**config.mk**
```make
export PLATFORM = sky130hd
export DESIGN_NAME = bus_burst_read_master
export DESIGN_NICKNAME = d
export VERILOG_FILES = /design/src/rtl/bus_burst_read_master.sv
export SDC_FILE = /design/constraint.sdc
export NUM_CORES = 1
export LEC_CHECK = 0
export BUFFER_PORTS_ARGS = -buffer_cell sky130_fd_sc_hd__buf_2
export CORE_MARGIN = 2
export CORE_UTILIZATION = 25
export CTS_BUF_LIST = sky130_fd_sc_hd__clkbuf_8 sky130_fd_sc_hd__clkbuf_16
export CTS_CLUSTER_DIAMETER = 50
export DETAILED_ROUTE_END_ITERATION = 10
export PLACE_DENSITY = 0.49
export SYNTH_ARGS = -nofsm -noshare
export SYNTH_HDL_FRONTEND = slang
export SYNTH_SLANG_ARGS = --single-unit
```
**constraint.sdc**
```tcl
create_clock -name clk -period 3.7 [get_ports clk]
set_clock_uncertainty 0.05 [all_clocks]
set_input_delay 0.74 -clock clk [delete_from_list [all_inputs] [get_ports clk]]
set_output_delay 0.74 -clock clk [all_outputs]
set_load 0.005 [all_outputs]
```
**src/rtl/bus_burst_read_master.sv**
```systemverilog
// ---------------------------------------------------------------------------
// bus_burst_read_master
//
// Bus-master engine that fetches a block of 32-bit words from the shared bus
// into a local buffer port. It requests the bus from the arbiter. Once the
// grant arrives it issues a read burst and streams the returned words into
// the buffer. Blocks longer than MAX_BURST are split into several bursts, and
// the bus is re-arbitrated between them.
//
// Parameters
//   MAX_BURST   words per bus burst (power of 2, 1..256)
//   GRANT_WAIT  cycles spent requesting without a grant before aborting
//
// Ports
//   clk, rst_n             clock, asynchronous active-low reset
//   i_start                one-cycle start pulse (ignored unless idle)
//   i_start_address        byte address of first word, bits [1:0] ignored
//   i_word_count           words to fetch, 1..256 (0 completes with no traffic)
//   o_busy                 high while a block is in progress
//   o_done / o_error       one-cycle completion / abort pulses
//   o_buf_write_enable     local buffer write strobe (combinational)
//   o_buf_address          word index within the block
//   o_buf_data             word written to the buffer
//   o_bus_request          request line to the arbiter
//   i_bus_grant            one-cycle grant pulse from the arbiter
//   o_begin_transaction    burst start strobe
//   o_address_data         burst word address during the begin cycle, else 0
//   o_burst_size           words-1 during the begin cycle, else 0
//   o_read_not_write       1 during the begin cycle, else 0
//   o_end_transaction      never driven by a read master, tied 0
//   i_address_data         read data from the slave
//   i_data_valid           read data valid
//   i_bus_error            bus error from the arbiter or slave
//   i_end_transaction      end-of-burst strobe from the slave
// ---------------------------------------------------------------------------
module bus_burst_read_master #(
    parameter int MAX_BURST  = 8,
    parameter int GRANT_WAIT = 1023
) (
    input  logic        clk,
    input  logic        rst_n,
    input  logic        i_start,
    input  logic [31:0] i_start_address,
    input  logic [8:0]  i_word_count,
    output logic        o_busy,
    output logic        o_done,
    output logic        o_error,
    output logic        o_buf_write_enable,
    output logic [7:0]  o_buf_address,
    output logic [31:0] o_buf_data,
    output logic        o_bus_request,
    input  logic        i_bus_grant,
    output logic        o_begin_transaction,
    output logic [31:0] o_address_data,
    output logic [7:0]  o_burst_size,
    output logic        o_read_not_write,
    output logic        o_end_transaction,
    input  logic [31:0] i_address_data,
    input  logic        i_data_valid,
    input  logic        i_bus_error,
    input  logic        i_end_transaction
);

    typedef enum logic [2:0] {
        S_IDLE,
        S_REQUEST,
        S_BEGIN,
        S_RECEIVE,
        S_WAIT_END,
        S_DONE,
        S_ERROR
    } state_t;

    // The grant counter holds 0..GRANT_WAIT-1 while requesting.
    localparam int              GCW        = (GRANT_WAIT > 1) ? $clog2(GRANT_WAIT) : 1;
    localparam logic [GCW-1:0]  GRANT_LAST = GCW'(GRANT_WAIT - 1);
    localparam logic [8:0]      BURST_MAX  = 9'(MAX_BURST);

    state_t          r_state;
    state_t          w_next_state;

    logic [31:0]     r_addr;        // word-aligned address of the next burst
    logic [8:0]      r_remaining;   // words still to be received for the block
    logic [7:0]      r_index;       // buffer index of the next word
    logic [8:0]      r_burst_len;   // words in the current burst (n)
    logic [8:0]      r_beat;        // words received so far in the current burst
    logic [GCW-1:0]  r_grant_cnt;   // cycles spent in REQUEST

    // Datapath control strobes produced by the next-state logic.
    logic            w_accept;      // latch a new block
    logic            w_load_burst;  // capture n for the burst being granted
    logic            w_beat;        // one word accepted this cycle
    logic            w_advance;     // step the burst address past the finished burst

    logic [8:0]      w_burst_n;
    logic            w_last_beat;
    logic            w_unused_addr_bits;

    // Byte-offset bits of the start address have no function.
    assign w_unused_addr_bits = ^i_start_address[1:0];

    assign w_burst_n   = (r_remaining < BURST_MAX) ? r_remaining : BURST_MAX;
    assign w_last_beat = (r_beat == r_burst_len - 9'd1);

    // The write master side of the bus is never used.
    assign o_end_transaction = 1'b0;

    // -----------------------------------------------------------------------
    // State register
    // -----------------------------------------------------------------------
    // NOTE: sequential state uses non-blocking assignments so every register
    // samples the pre-edge values, independent of statement order.
    always_ff @(posedge clk or negedge rst_n) begin
        if (!rst_n) begin
            r_state <= S_IDLE;
        end else begin
            r_state <= w_next_state;
        end
    end

    // -----------------------------------------------------------------------
    // Next-state and output logic
    // -----------------------------------------------------------------------
    always_comb begin
        // NOTE: every output gets a default first so no path leaves a value
        // unassigned, which would otherwise infer a latch.
        w_next_state        = r_state;
        w_accept            = 1'b0;
        w_load_burst        = 1'b0;
        w_beat              = 1'b0;
        w_advance           = 1'b0;
        o_busy              = 1'b1;
        o_done              = 1'b0;
        o_error             = 1'b0;
        o_buf_write_enable  = 1'b0;
        o_buf_address       = '0;
        o_buf_data          = '0;
        o_bus_request       = 1'b0;
        o_begin_transaction = 1'b0;
        o_address_data      = '0;
        o_burst_size        = '0;
        o_read_not_write    = 1'b0;

        case (r_state)
            S_IDLE: begin
                o_busy = 1'b0;
                if (i_start) begin
                    w_accept     = 1'b1;
                    w_next_state = (i_word_count == 9'd0) ? S_DONE : S_REQUEST;
                end
            end

            S_REQUEST: begin
                o_bus_request = 1'b1;
                // A grant arriving in the final waiting cycle still wins.
                if (i_bus_grant) begin
                    w_load_burst = 1'b1;
                    w_next_state = S_BEGIN;
                end else if (r_grant_cnt == GRANT_LAST) begin
                    w_next_state = S_ERROR;
                end
            end

            S_BEGIN: begin
                o_begin_transaction = 1'b1;
                o_address_data      = r_addr;
                o_burst_size        = 8'(r_burst_len - 9'd1);
                o_read_not_write    = 1'b1;
                w_next_state        = i_bus_error ? S_ERROR : S_RECEIVE;
            end

            S_RECEIVE: begin
                // A bus error suppresses the write of a word in the same cycle.
                if (i_bus_error) begin
                    w_next_state = S_ERROR;
                end else if (i_data_valid) begin
                    w_beat             = 1'b1;
                    o_buf_write_enable = 1'b1;
                    o_buf_address      = r_index;
                    o_buf_data         = i_address_data;
                    if (w_last_beat) begin
                        // End arriving with the last word completes the burst.
                        if (i_end_transaction) begin
                            w_advance    = 1'b1;
                            w_next_state = (r_remaining == 9'd1) ? S_DONE : S_REQUEST;
                        end else begin
                            w_next_state = S_WAIT_END;
                        end
                    end else if (i_end_transaction) begin
                        w_next_state = S_ERROR;
                    end
                end else if (i_end_transaction) begin
                    // Slave ended the burst before delivering n words.
                    w_next_state = S_ERROR;
                end
            end

            S_WAIT_END: begin
                if (i_bus_error) begin
                    w_next_state = S_ERROR;
                end else if (i_end_transaction) begin
                    w_advance    = 1'b1;
                    w_next_state = (r_remaining == 9'd0) ? S_DONE : S_REQUEST;
                end
            end

            S_DONE: begin
                o_done       = 1'b1;
                w_next_state = S_IDLE;
            end

            S_ERROR: begin
                o_error      = 1'b1;
                w_next_state = S_IDLE;
            end

            default: begin
                o_busy       = 1'b0;
                w_next_state = S_IDLE;
            end
        endcase
    end

    // -----------------------------------------------------------------------
    // Datapath registers
    // -----------------------------------------------------------------------
    always_ff @(posedge clk or negedge rst_n) begin
        if (!rst_n) begin
            r_addr      <= '0;
            r_remaining <= '0;
            r_index     <= '0;
            r_burst_len <= '0;
            r_beat      <= '0;
            r_grant_cnt <= '0;
        end else begin
            if (w_accept) begin
                r_addr      <= {i_start_address[31:2], 2'b00};
                r_remaining <= i_word_count;
                r_index     <= '0;
            end

            if (w_load_burst) begin
                r_burst_len <= w_burst_n;
                r_beat      <= '0;
            end

            if (w_beat) begin
                r_index     <= r_index + 8'd1;
                r_remaining <= r_remaining - 9'd1;
                r_beat      <= r_beat + 9'd1;
            end

            // Plain 32-bit arithmetic: a block may wrap past the top of memory.
            if (w_advance) begin
                r_addr <= r_addr + {21'd0, r_burst_len, 2'b00};
            end

            // Restarts from zero on every entry to REQUEST, because the
            // preceding state is never REQUEST.
            if (r_state == S_REQUEST) begin
                r_grant_cnt <= r_grant_cnt + GCW'(1);
            end else begin
                r_grant_cnt <= '0;
            end
        end
    end

endmodule

```
### Word-level counts from Yosys, hierarchy flattened

Cells that the tools add are included.

* add/subtract/negate cells: 6
* magnitude comparators: 1
* equal/unequal tests: 12
* muxes and demuxes: 51
* reductions and logical operators: 8

Operator list (count)
* $mux 32: 6
* $mux 8: 6
* $mux 9: 5
* $mux 3: 14
* $add 32x11->32: 1
* $logic_not 9->1: 2
* $sub 9x1->9 const B: 2
* $mux 1: 17
* $pmux 3 s5: 1
* $add 10x1->10 const B: 1
* $eq 10x10->1 const B: 1
* $mux 10: 1
* $add 9x1->9 const B: 1
* $eq 3x3->1 const B: 3
* $eq 9x1->1 const B: 1
* $eq 9x9->1: 1
* $lt 9x4->1 const B: 1
* $add 8x1->8 const B: 1
* $eq 3x2->1 const B: 2
* $ne 3x3->1 const B: 2
* $reduce_bool 2->1: 3
* $reduce_or 6->1: 1
* $eq 3x1->1 const B: 1
* $logic_not 3->1: 1
* other kinds (3): 3

* flip-flop bits (word level): 80
* input bits: 80
* output and inout bits: 88
* logic and storage cells: 85

### Depth between registers and ports, before layout

Gate-level depths: netlist of run 1.

* word-level depth: 7
* depth in mapped cells: 11
* depth with buffers taken out: 10

### Least setup slack after synthesis of run 1

Ideal clock, no wire load.

* path type: in2out
* start point: input port i_bus_error
* end point: output port o_buf_address[7]
* arrival time: 1.994 ns
* data required time: 2.910 ns
* path slack: 0.916 ns
* stages on the path: 7
* buffers on the path: 3
* cell sequence: clkbuf_1 -> nor2b_1 -> nand3_1 -> inv_1 -> clkbuf_1 -> clkbuf_1 -> and2_1

* cells in the longest elaborated chain, start to end: 2

RTL lines
* start, declared: line 60 `input logic i_bus_error,`
* $mux 8: line 174 `if (i_bus_error) begin`
* $mux 8: line 144 `case (r_state)`
* end, declared: line 49 `output logic [7:0] o_buf_address,`

No other way between the ends.

### Worst setup path after layout of run 1

* start point: register r_burst_len[0]
* end point: register r_addr[3]

* cells in the longest elaborated chain, start to end: 7
* elaborated cells between the ends (all ways): 9
* those cells by class: add/sub: 2; eq/ne: 1; mux: 5; reduce/logical: 1

RTL lines
* start, declared: line 85 `logic [8:0] r_burst_len;`
* start signal, assigned: line 243 `r_burst_len <= w_burst_n;`
* $sub 9x1->9
* $eq 9x9->1: line 103 `assign w_last_beat = (r_beat == r_burst_len - 9'd1);`
* $mux 1: line 181 `if (w_last_beat) begin`
* $mux 1: line 176 `end else if (i_data_valid) begin`
* $mux 1: line 174
* $pmux 1 s2: line 144
* $mux 32 / $reduce_bool 2->1 (equally long branches)
* end signal, assigned: line 237 `r_addr <= {i_start_address[31:2], 2'b00};`
* end signal, assigned: line 255 `r_addr <= r_addr + {21'd0, r_burst_len, 2'b00};`
* end, declared: line 82 `logic [31:0] r_addr;`

Several ways; a longest one is shown, not always the timed one.
A chain may end at the register's enable or synchronous reset.

==> results of run 1 <==
==> stage by stage <==
stage                     util [%]  power, mW  setup slack, ns  instances  area, sq um
after floorplan                  -      2.748           0.9159        653         5436
after global placement       30.77      3.383           0.5855       1060         6510
after detailed placement     30.77      3.383           0.5612       1060         6510
after CTS                    32.25      4.366           0.5487       1075         6822
after global routing         32.25      4.700           0.3680       1075         6822
final                        32.25      4.310           0.5667       1075         6822
==> synthesized netlist by cell type, types with 3 or more instances <==
master / number
mux2i_1: 7
o311ai_0: 8
o21ai_0: 35
o211ai_1: 10
or3_1: 8
a21o_1: 7
clkbuf_1: 30
buf_4: 4
and3_1: 10
ha_1: 16
nor4_1: 7
nand4_1: 9
a31oi_1: 8
nand3_1: 31
and2_1: 71
nor2_1: 67
inv_1: 22
buf_2: 4
a211oi_1: 5
dfrtp_1: 78
nor3_1: 16
nand2_1: 72
nand2b_1: 4
a221o_1: 7
nor2b_1: 5
o21a_1: 3
and4_1: 3
xnor2_1: 12
a21oi_1: 21
xor2_1: 13
==> layout make-up <==
class / instances / share of cell area [%]
Multi-Input combinational cell: 511 / 47.14
Sequential cell: 78 / 28.61
Timing Repair Buffer: 174 / 13.43
Tap cell: 275 / 5.044
Clock buffer: 9 / 3.302
Clock inverter: 6 / 1.266
Inverter: 22 / 1.211
==> registers in the layout, summed over array words and instances, names as in the netlist <==
register	cells
r_addr	30
r_grant_cnt	10
r_beat	9
r_burst_len	9
r_remaining	9
r_index	8
r_state	3
==> worst reg2reg max path, delay by kind of cell, from the launching register on <==
kind                     cells  cell delay [ns]
AO/OA/AOI/OAI                5             1.55
flip-flops                   1             0.50
buffers and inverters        2             0.41
adder cells (fa/ha/maj)      1             0.25
AND/OR/NAND/NOR              2             0.24
==> power groups by stage <==
| stage | sequential, mW | clock, mW | combinational, mW |
|---|---|---|---|
| 6_report | 1.45 | 0.961 | 1.90 |
| 5_1_grt | 1.50 | 1.02 | 2.18 |
| 4_1_cts | 1.45 | 0.987 | 1.93 |
| 3_5_place_dp | 1.46 | 0 | 1.92 |
| 3_3_place_gp | 1.46 | 0 | 1.92 |
| 2_1_floorplan | 1.32 | 0 | 1.43 |
==> per-layer routing <==
metal / vias to the layer above / wire length, um
met5: - / 0
met4: 0 / 138
met1: 2406 / 7703
met3: 14 / 1084
met2: 158 / 7293
li1: 2594 / -
==> worst paths after layout <==
check                                           endpoint  slack (ns)
max in group asynchronous       r_grant_cnt[1]$_DFF_PN0_        2.52
worst max-delay path               r_addr[3]$_DFFE_PN0P_        0.57
worst max register to register     r_addr[3]$_DFFE_PN0P_        0.57
worst min-delay path               r_addr[8]$_DFFE_PN0P_        0.39
worst min register to register    r_index[5]$_DFFE_PN0P_        0.43
min in group clk                  r_index[5]$_DFFE_PN0P_        0.43
==> cell families (layout without fill, tap and decap cells) <==
family	count (synthesis)	after routing	share of synthesized area, %
AO/OA/AOI/OAI	134	134	17.17
XOR/XNOR	28	28	5.301
adder cells (fa/ha/maj)	18	18	4.241
buffers and inverters	64	211	5.093
flip-flops	78	78	35.95
multiplexers	12	12	2.466
other	1	3	0.06907
AND/OR/NAND/NOR	316	316	29.71
==> results.yml, run 1 <==
run_status:
  run_status: "finished clean"
clock_tree:
  clock_latency_ns: 0.35
  h-tree-depth: 3
  cts_root_buf: "clkbuf_16"
  hold_buffers: 0
  clk_pin_slew_ns: 0.06
  cts.sinks: 78
  numCtsBuffers: 9
  cts_resized: 0
  cts_tree: "done"
  cts_buffer_depth: 2
  cts_setup_buffers: 0
routing:
  drc_errors: 0
  vias: 5172
  dr.pass1.iters: 5
  avgViaCountPerCell: 4.811
  drt_wl_total_um: 16220
  drt_iter0_drc: 281
  ant_nets: 0
  detail_route.wl_per_cell_um: 15.09
power_and_ir_drop:
  power_frac_seq_pct: 33.5
  cellLeakagePower_nw: 3.333
  ir_drop_uv: 235.9
  powerDensity_nw_per_um2: 631.8
  p_switching_mw: 1.741
  p_int_mw: 2.569
  p_comb_share_pct: 44.2
  swShare_pct: 40.39
  clkPwrFrac_pct: 22.3
finish:
  drive_above_1_share_pct: 25.62
  syn_to_final_growth_pct: 25.65
  seqCellArea_sq_um: 1952
  multi_input_area_sq_um: 3216
  finalNetCount: 893
  final_common_cell: "buf_2"
  mostFrequentLayoutCells: "buf_2, dfrtp_1, nand2_1"
  diodes: 0
  fillers: 2289
critical_path:
  critical_path_arrival_ns: 3.31
  slowest_stage: "a31oi_2"
  cp_slowest_stage_delay_ns: 0.64
  r2r-start: "r_burst_len[0]$_DFFE_PN0P_"
  cp.required_ns: 3.88
  cp-start-kind: "flop"
  critPathLaunch: "r_burst_len[0]$_DFFE_PN0P_"
  cp_top_family: "compound AO/OA/AOI/OAI gates"
  reg2reg_depth: 10
  path_max_fanout: 13
  cp.depth: 10
  crit_type: "reg -> reg"
  crit_buf_inv: 2
  crit_chain: "inv_1 > ha_1 > nor2b_2 > a31o_1 > a221oi_2 > o22ai_1 > a31oi_2 > buf_4 > nor2_1 > a221o_1"
  worstSetupEndpointType: "flop"
yosys:
  synth_area_sq_um: 5429
  async_reset_ff_share_pct: 100.0
  synth.distinct_cells: 76
  synth_largest_area_cell: "dfrtp_1"
  synth_warnings: 0
  synth_ff_type: "dfrtp_1"
  syn_inst: 651
  ys_ff_latch: 78
  synth_enable_flop_cells: 0
  ys_seq_area_share_pct: 35.95
  avgSynthCellArea_sq_um: 8.339
  yosys-top-cells-area: "dfrtp_1, and2_1, nand2_1, nor2_1, ha_1"
  netlist.area_leader.share_pct: 35.95
die:
  core_sq_um: 21150
  dieWidth_um: 151.4
  die_h_um: 151.4
  dieArea_sq_um: 22910
  io_pins: 168
  start_util_pct: 25.66
  core.rowCount: 53
placed_design:
  hpwlAfterDp_um: 11980
  gp_congestion: 0.7951
  port_buffers: 162
timing:
  fin_tns_setup_ns: 0
  hold-worst-slack_ns: 0.3899
  rsz0062_at_grt: "false"
  fin_crit_sh_pct: 84.68
  min_period_ns: 3.133
  hold_viol: 0
  worst_pin_slew_ns: 0.7537
  max_freq_ghz: 0.3192
  slew_headroom_pct: 49.75
  setup_viol: 0
  slew_violations: 0
grt:
  grt_use_met2_pct: 22.87
  grt_pass1_vias: 4915
  grt_max_degree: 53
  busiest_layer: "met2"
  gr-total-overflow: 0
  grt_usage_pct: 14.36
  gr-usage-met1_pct: 19.82
  grt_antenna_before_repair: 0
  grt_pass1_wl_um: 25760
  grtUsageMet3_pct: 3.554
run:
  drv_cap: 0
hold_path:
  min_path_type: "in -> async"
Note: power is estimated with default switching activity, not from simulation.
==> run 2, diff against run 1 <==
--- a/config.mk
+++ b/config.mk
@@ -5,6 +5,7 @@
 export SDC_FILE = /design/constraint.sdc
 export NUM_CORES = 1
 export LEC_CHECK = 0
+export ABC_AREA = 1
 export BUFFER_PORTS_ARGS = -buffer_cell sky130_fd_sc_hd__buf_2
 export CORE_MARGIN = 2
 export CORE_UTILIZATION = 25
==> constraint.sdc (replaced) <==
create_clock -name clk -period 3.15 [get_ports clk]
set_clock_uncertainty 0.05 [all_clocks]
set_input_delay 0.63 -clock clk [delete_from_list [all_inputs] [get_ports clk]]
set_output_delay 0.63 -clock clk [all_outputs]
set_load 0.005 [all_outputs]
==> run 2 against run 1 <==
  * Highest routed layer unchanged
  * Largest power group unchanged
  * Critical endpoint is now o_address_data[22]
  * Register-to-register slack got worse by 0.22 ns
  * Cell area rose by 5.6%
  * Routed wire length is 13% higher
  * Largest cell class unchanged
==> results.yml, run 2 <==
run_status:
  run_status: "finished clean"
yosys:
  async_reset_ff_share_pct: 100.0
  syn_inst: 870
  ys_ff_latch: 78
  synth_largest_area_cell: "dfrtp_1"
  synth_common_cells: "nand2_1, inv_1, nor2_1"
  netlist.area_leader.share_pct: 33.99
  yosys-top-cells-area: "dfrtp_1, nand2_1, inv_1, nor2_1, nand3_1"
  synth_enable_flop_cells: 0
  synth_area_sq_um: 5743
  ys_seq_area_share_pct: 33.99
  synth.distinct_cells: 42
  avgSynthCellArea_sq_um: 6.601
  synth_warnings: 0
  synth_ff_type: "dfrtp_1"
  yosysMostFrequentCell: "nand2_1"
finish:
  fin_util_pct: 31.92
  diodes: 0
  finalNonFillerCells: 1320
  largest_reg_flops: 30
  final_area_sq_um: 7206
  regMostFlops: "r_addr"
  syn_to_final_growth_pct: 25.47
  final_common_cell: "nand2_1"
  finalNetCount: 1128
  mostFrequentLayoutCells: "nand2_1, buf_2, inv_1"
  reg.largest.list: "r_addr x30, r_grant_cnt x10"
  drive_above_1_share_pct: 19.81
hold_path:
  min_path_type: "in -> async"
critical_path:
  slowest_stage: "inv_1"
  crit_chain: "nor3_1 > buf_4 > inv_1 > buf_4 > nor2_1 > buf_2"
  cp.required_ns: 2.47
  critical_path_arrival_ns: 2.17
  crit_type: "reg -> out"
  worstSetupEndpointType: "output port"
  cp-start-kind: "flop"
  crit_top_cell: "buf_4"
  crit_buf_inv: 4
  cp_slowest_stage_delay_ns: 0.52
  cp_top_family: "buffers and inverters"
  path_max_fanout: 18
clock_tree:
  numCtsBuffers: 9
  h-tree-depth: 3
  hold_buffers: 0
  clk_pin_slew_ns: 0.06
  cts_resized: 0
  cts_tree: "done"
  cts_buffer_depth: 2
  clock_latency_ns: 0.34
  cts_setup_buffers: 0
  cts.sinks: 78
  cts_root_buf: "clkbuf_16"
power_and_ir_drop:
  powerDensity_nw_per_um2: 746.0
  ir_drop_uv: 294.2
  cellLeakagePower_nw: 3.825
  p_total_mw: 5.376
routing:
  drc_errors: 0
  drt_wl_total_um: 18390
  dr.pass1.iters: 4
  drt_iter0_drc: 274
  avgViaCountPerCell: 4.589
  vias: 6057
  detail_route.wl_per_cell_um: 13.93
  ant_nets: 0
grt:
  grt_antenna_before_repair: 0
  grt_usage_pct: 15.39
  grt_max_degree: 68
  grt_pass1_wl_um: 29720
  gr-total-overflow: 0
  grt_pass1_vias: 5986
timing:
  max_freq_ghz: 0.3503
  slew_violations: 0
  rsz0062_at_grt: "false"
  fin_crit_sh_pct: 90.63
  setup_ws_ns: 0.2953
  hold-worst-slack_ns: 0.07422
  hold_viol: 0
  slew_headroom_pct: 52.54
  min_period_ns: 2.855
  fin_tns_setup_ns: 0
  worst_pin_slew_ns: 0.7112
  setup_viol: 0
placed_design:
  dpl_worst_slack_ns: 0.3453
  port_buffers: 162
  dp_cells: 1305
  hpwlAfterDp_um: 14140
  gp_congestion: 0.8389
  place_area_sq_um: 6883
die:
  core_sq_um: 22570
  start_util_pct: 25.44
  dieWidth_um: 155.6
  core.rowCount: 55
  io_pins: 168
  die_h_um: 155.6
  dieArea_sq_um: 24200
run:
  drv_cap: 0
==> run 2: changes by cell type after synthesis, sizes merged, moves of 10 or more <==
cell / before / now
nor2: 67 / 146
o22ai: 1 / 11
and3: 10 / 0
and2: 72 / 0
clkbuf: 31 / 9
nand3: 31 / 50
o21ai: 35 / 70
inv: 22 / 162
nand2: 72 / 173
==> run 2: worst paths after layout <==
kind	slack, ns	depth (start not counted)	startpoint	end
worst max-delay path	0.30	6	r_state[2]$_DFFE_PN0P_	o_address_data[22]
worst min-delay path	0.07	1	rst_n	r_addr[26]$_DFFE_PN0P_
worst max register to register	0.35	16	r_burst_len[0]$_DFFE_PN0P_	r_addr[26]$_DFFE_PN0P_
worst min register to register	0.43	1	r_index[7]$_DFFE_PN0P_	r_index[7]$_DFFE_PN0P_
max in group asynchronous	2.32	2	rst_n	r_remaining[4]$_DFFE_PN0P_
min in group clk	0.43	1	r_index[7]$_DFFE_PN0P_	r_index[7]$_DFFE_PN0P_
==> run 2: worst reg2reg max path, cell delays in order (launching register included) <==
cell	delay, ns
dfrtp_1	0.46
inv_1	0.20
ha_1	0.34
nand3_1	0.11
nand2_1	0.09
nand2_1	0.07
nand2_1	0.06
nand2_1	0.05
nor2_1	0.19
nand3_1	0.14
o21ai_1	0.13
nand2_1	0.10
buf_4	0.28
inv_6	0.20
o21ai_0	0.11
o21ai_1	0.08
inv_1	0.04
==> run 2: power by group <==
part	leakage (nW)	internal, mW	total (mW)	switching, mW
logic	2.65	0.918	2.57	1.65
registers	1.01	1.32	1.64	0.319
clock network	0.161	0.731	1.17	0.438
total	3.83	2.97	5.38	2.40
==> run 2: cell type report <==
cell class | instances | area [sq um]
Timing Repair Buffer | 176 | 943.4
Tap cell | 285 | 356.6
Fill cell | 2538 | 15370
Clock inverter | 4 | 70.07
Clock buffer | 11 | 252.7
Inverter | 162 | 613.1
Multi-Input combinational cell | 604 | 3018
Sequential cell | 78 | 1952
==> run 2: cell families after synthesis <==
kind of cell,synth area share [%]
xor+xnor,3.813
compound gates,14.25
fa+ha+maj,3.834
simple gates,30.46
flops,33.99
other cells,0.06530
buf+inv,13.59
==> run 2: per-layer routing <==
layer / global-route usage (%) / share of wire [%] / vias up
met5: 0 / 0 / -
met1: 19.83 / 47 / 2757
li1: - / - / 3102
met2: 26.93 / 47 / 188
met4: 2.971 / 0.67 / 0
met3: 2.972 / 5.8 / 10
==> run 3, diff against run 2 <==
--- a/config.mk
+++ b/config.mk
@@ -13,6 +13,7 @@
 export CTS_CLUSTER_DIAMETER = 50
 export DETAILED_ROUTE_END_ITERATION = 10
 export PLACE_DENSITY = 0.49
+export RECOVER_POWER = 50
 export SYNTH_ARGS = -nofsm -noshare
 export SYNTH_HDL_FRONTEND = slang
 export SYNTH_SLANG_ARGS = --single-unit
==> run 3 against run 2 <==
  * The flow now finishes with violations (max-capacitance violations, max-slew violations)
  * Hold slack improved by 0.18 ns
  * Count of clock-buffer cells in the layout stayed put
  * Via count grew 0.17%
  * Maximum frequency fell by 1.5%
  * Sequential power about the same
  * Global-route usage did not move
  * Largest power group unchanged
  * Sequential share of layout area is 0.13 points higher
  * Register-to-register slack hardly changed
==> results.yml, run 3 (synthesis gave the netlist of run 2 again) <==
finish:
  syn_to_final_growth_pct: 24.86
  largest_reg_flops: 30
  regMostFlops: "r_addr"
  final_area_sq_um: 7171
  reg.largest.list: "r_addr x30, r_grant_cnt x10"
  diodes: 0
  final_common_cell: "nand2_1"
  finalNonFillerCells: 1320
  finalNetCount: 1128
  fin_util_pct: 31.77
  mostFrequentLayoutCells: "nand2_1, inv_1, buf_2"
  drive_above_1_share_pct: 19.03
clock_tree:
  cts_tree: "done"
  clock_latency_ns: 0.34
  cts_setup_buffers: 0
  hold_buffers: 0
  numCtsBuffers: 9
  cts_root_buf: "clkbuf_16"
  cts_resized: 0
  clk_pin_slew_ns: 0.06
  cts_buffer_depth: 2
  cts.sinks: 78
  h-tree-depth: 3
timing:
  min_period_ns: 2.900
  slew_headroom_pct: -21.22
  rsz0062_at_grt: "false"
  max_freq_ghz: 0.3449
  hold-worst-slack_ns: 0.2540
  worst_pin_slew_ns: 1.818
  slew_violations: 68
  fin_crit_sh_pct: 92.05
  hold_viol: 0
  fin_tns_setup_ns: 0
  setup_viol: 0
critical_path:
  rrSetupSlack_ns: 0.34
  rr_endpoint: "r_addr[25]$_DFFE_PN0P_"
  cp.required_ns: 2.47
  reg2reg_depth: 16
  crit_type: "reg -> out"
  critical_path_arrival_ns: 2.22
  r2r-start: "r_burst_len[0]$_DFFE_PN0P_"
  worstSetupEndpointType: "output port"
  path_max_fanout: 19
  cp-start-kind: "flop"
die:
  core_sq_um: 22570
  io_pins: 168
  dieWidth_um: 155.6
  dieArea_sq_um: 24200
  start_util_pct: 25.44
  die_h_um: 155.6
  core.rowCount: 55
placed_design:
  dp_cells: 1305
  gp_congestion: 0.8389
  hpwlAfterDp_um: 14140
  port_buffers: 162
  place_area_sq_um: 6883
power_and_ir_drop:
  powerDensity_nw_per_um2: 747.5
  cellLeakagePower_nw: 3.800
  p_comb_share_pct: 47.6
  swShare_pct: 44.79
  p_switching_mw: 2.401
  clkPwrFrac_pct: 21.8
  p_int_mw: 2.960
  ir_drop_uv: 294.0
  power_frac_seq_pct: 30.6
run_status:
  run_status: "finished with violations"
  violations: "max-capacitance violations, max-slew violations"
grt:
  grt_max_degree: 68
  grt_pass1_vias: 5986
  grt_antenna_before_repair: 0
  grt_pass1_wl_um: 29720
  gr-total-overflow: 0
  grt_usage_pct: 15.39
routing:
  detail_route.wl_per_cell_um: 13.95
  drt_iter0_drc: 268
  vias: 6067
  ant_nets: 0
  avgViaCountPerCell: 4.596
  drt_wl_total_um: 18420
  drc_errors: 0
  dr.pass1.iters: 4
run:
  drv_cap: 1
hold_path:
  min_path_type: "in -> async"
-- run 3: power by group through the flow --
| stage | registers, mW | clock network, mW | logic [mW] |
|---|---|---|---|
| 2_1_floorplan | 1.56 | 0 | 1.80 |
| 3_3_place_gp | 1.65 | 0 | 2.57 |
| 3_5_place_dp | 1.65 | 0 | 2.58 |
| 4_1_cts | 1.64 | 1.20 | 2.59 |
| 5_1_grt | 1.69 | 1.24 | 2.94 |
| 6_report | 1.64 | 1.17 | 2.55 |
-- run 3: critical path, stage by stage (launching register included) --
cell      delay (ns)
dfrtp_1         0.46
nor2_1          0.30
clkinv_1        0.17
nor3_4          0.14
inv_1           0.21
buf_4           0.27
nor2_1          0.17
buf_2           0.15
-- run 3: worst max path at each step --
| stage | startpoint | to | slack, ns | cells past startpoint |
|---|---|---|---|---|
| 6_report | r_state[2]$_DFFE_PN0P_ | o_buf_address[6] | 0.25 | 7 |
| 5_1_grt | r_burst_len[0]$_DFFE_PN0P_ | r_addr[13]$_DFFE_PN0P_ | 0.02 | 14 |
| 4_1_cts | r_state[2]$_DFFE_PN0P_ | o_address_data[7] | 0.28 | 6 |
| 3_5_place_dp | r_burst_len[0]$_DFFE_PN0P_ | r_addr[26]$_DFFE_PN0P_ | 0.35 | 16 |
| 3_3_place_gp | r_burst_len[0]$_DFFE_PN0P_ | r_addr[26]$_DFFE_PN0P_ | 0.40 | 16 |
| 2_1_floorplan | r_burst_len[0]$_DFFE_PN0P_ | r_addr[26]$_DFFE_PN0P_ | 0.86 | 16 |
-- run 3: layout make-up --
class / instances / area (sq um)
fillers: 2545 / 15400
multi-input cells: 604 / 3010
flip-flops and latches: 78 / 1952
repair buffers: 176 / 915.9
inverters: 162 / 613.1
well taps: 285 / 356.6
clock buffers: 11 / 252.7
clock inverters: 4 / 70.07
-- run 3: routing by layer --
layer	global-route usage, %	vias up	wire length, um
met1	19.83	2770	8580
met2	26.93	185	8682
met3	2.972	10	1031
met4	2.971	0	124
met5	0	-	0
li1	-	3102	-
-- run 3: per-stage QoR --
| stage | power [mW] | setup WS, ns |
|---|---|---|
| final | 5.360 | 0.2504 |
| after global routing | 5.861 | 0.02055 |
| after global placement | 4.222 | 0.4012 |
| after detailed placement | 4.231 | 0.3453 |
| after floorplan | 3.351 | 0.8597 |
| after CTS | 5.429 | 0.2801 |
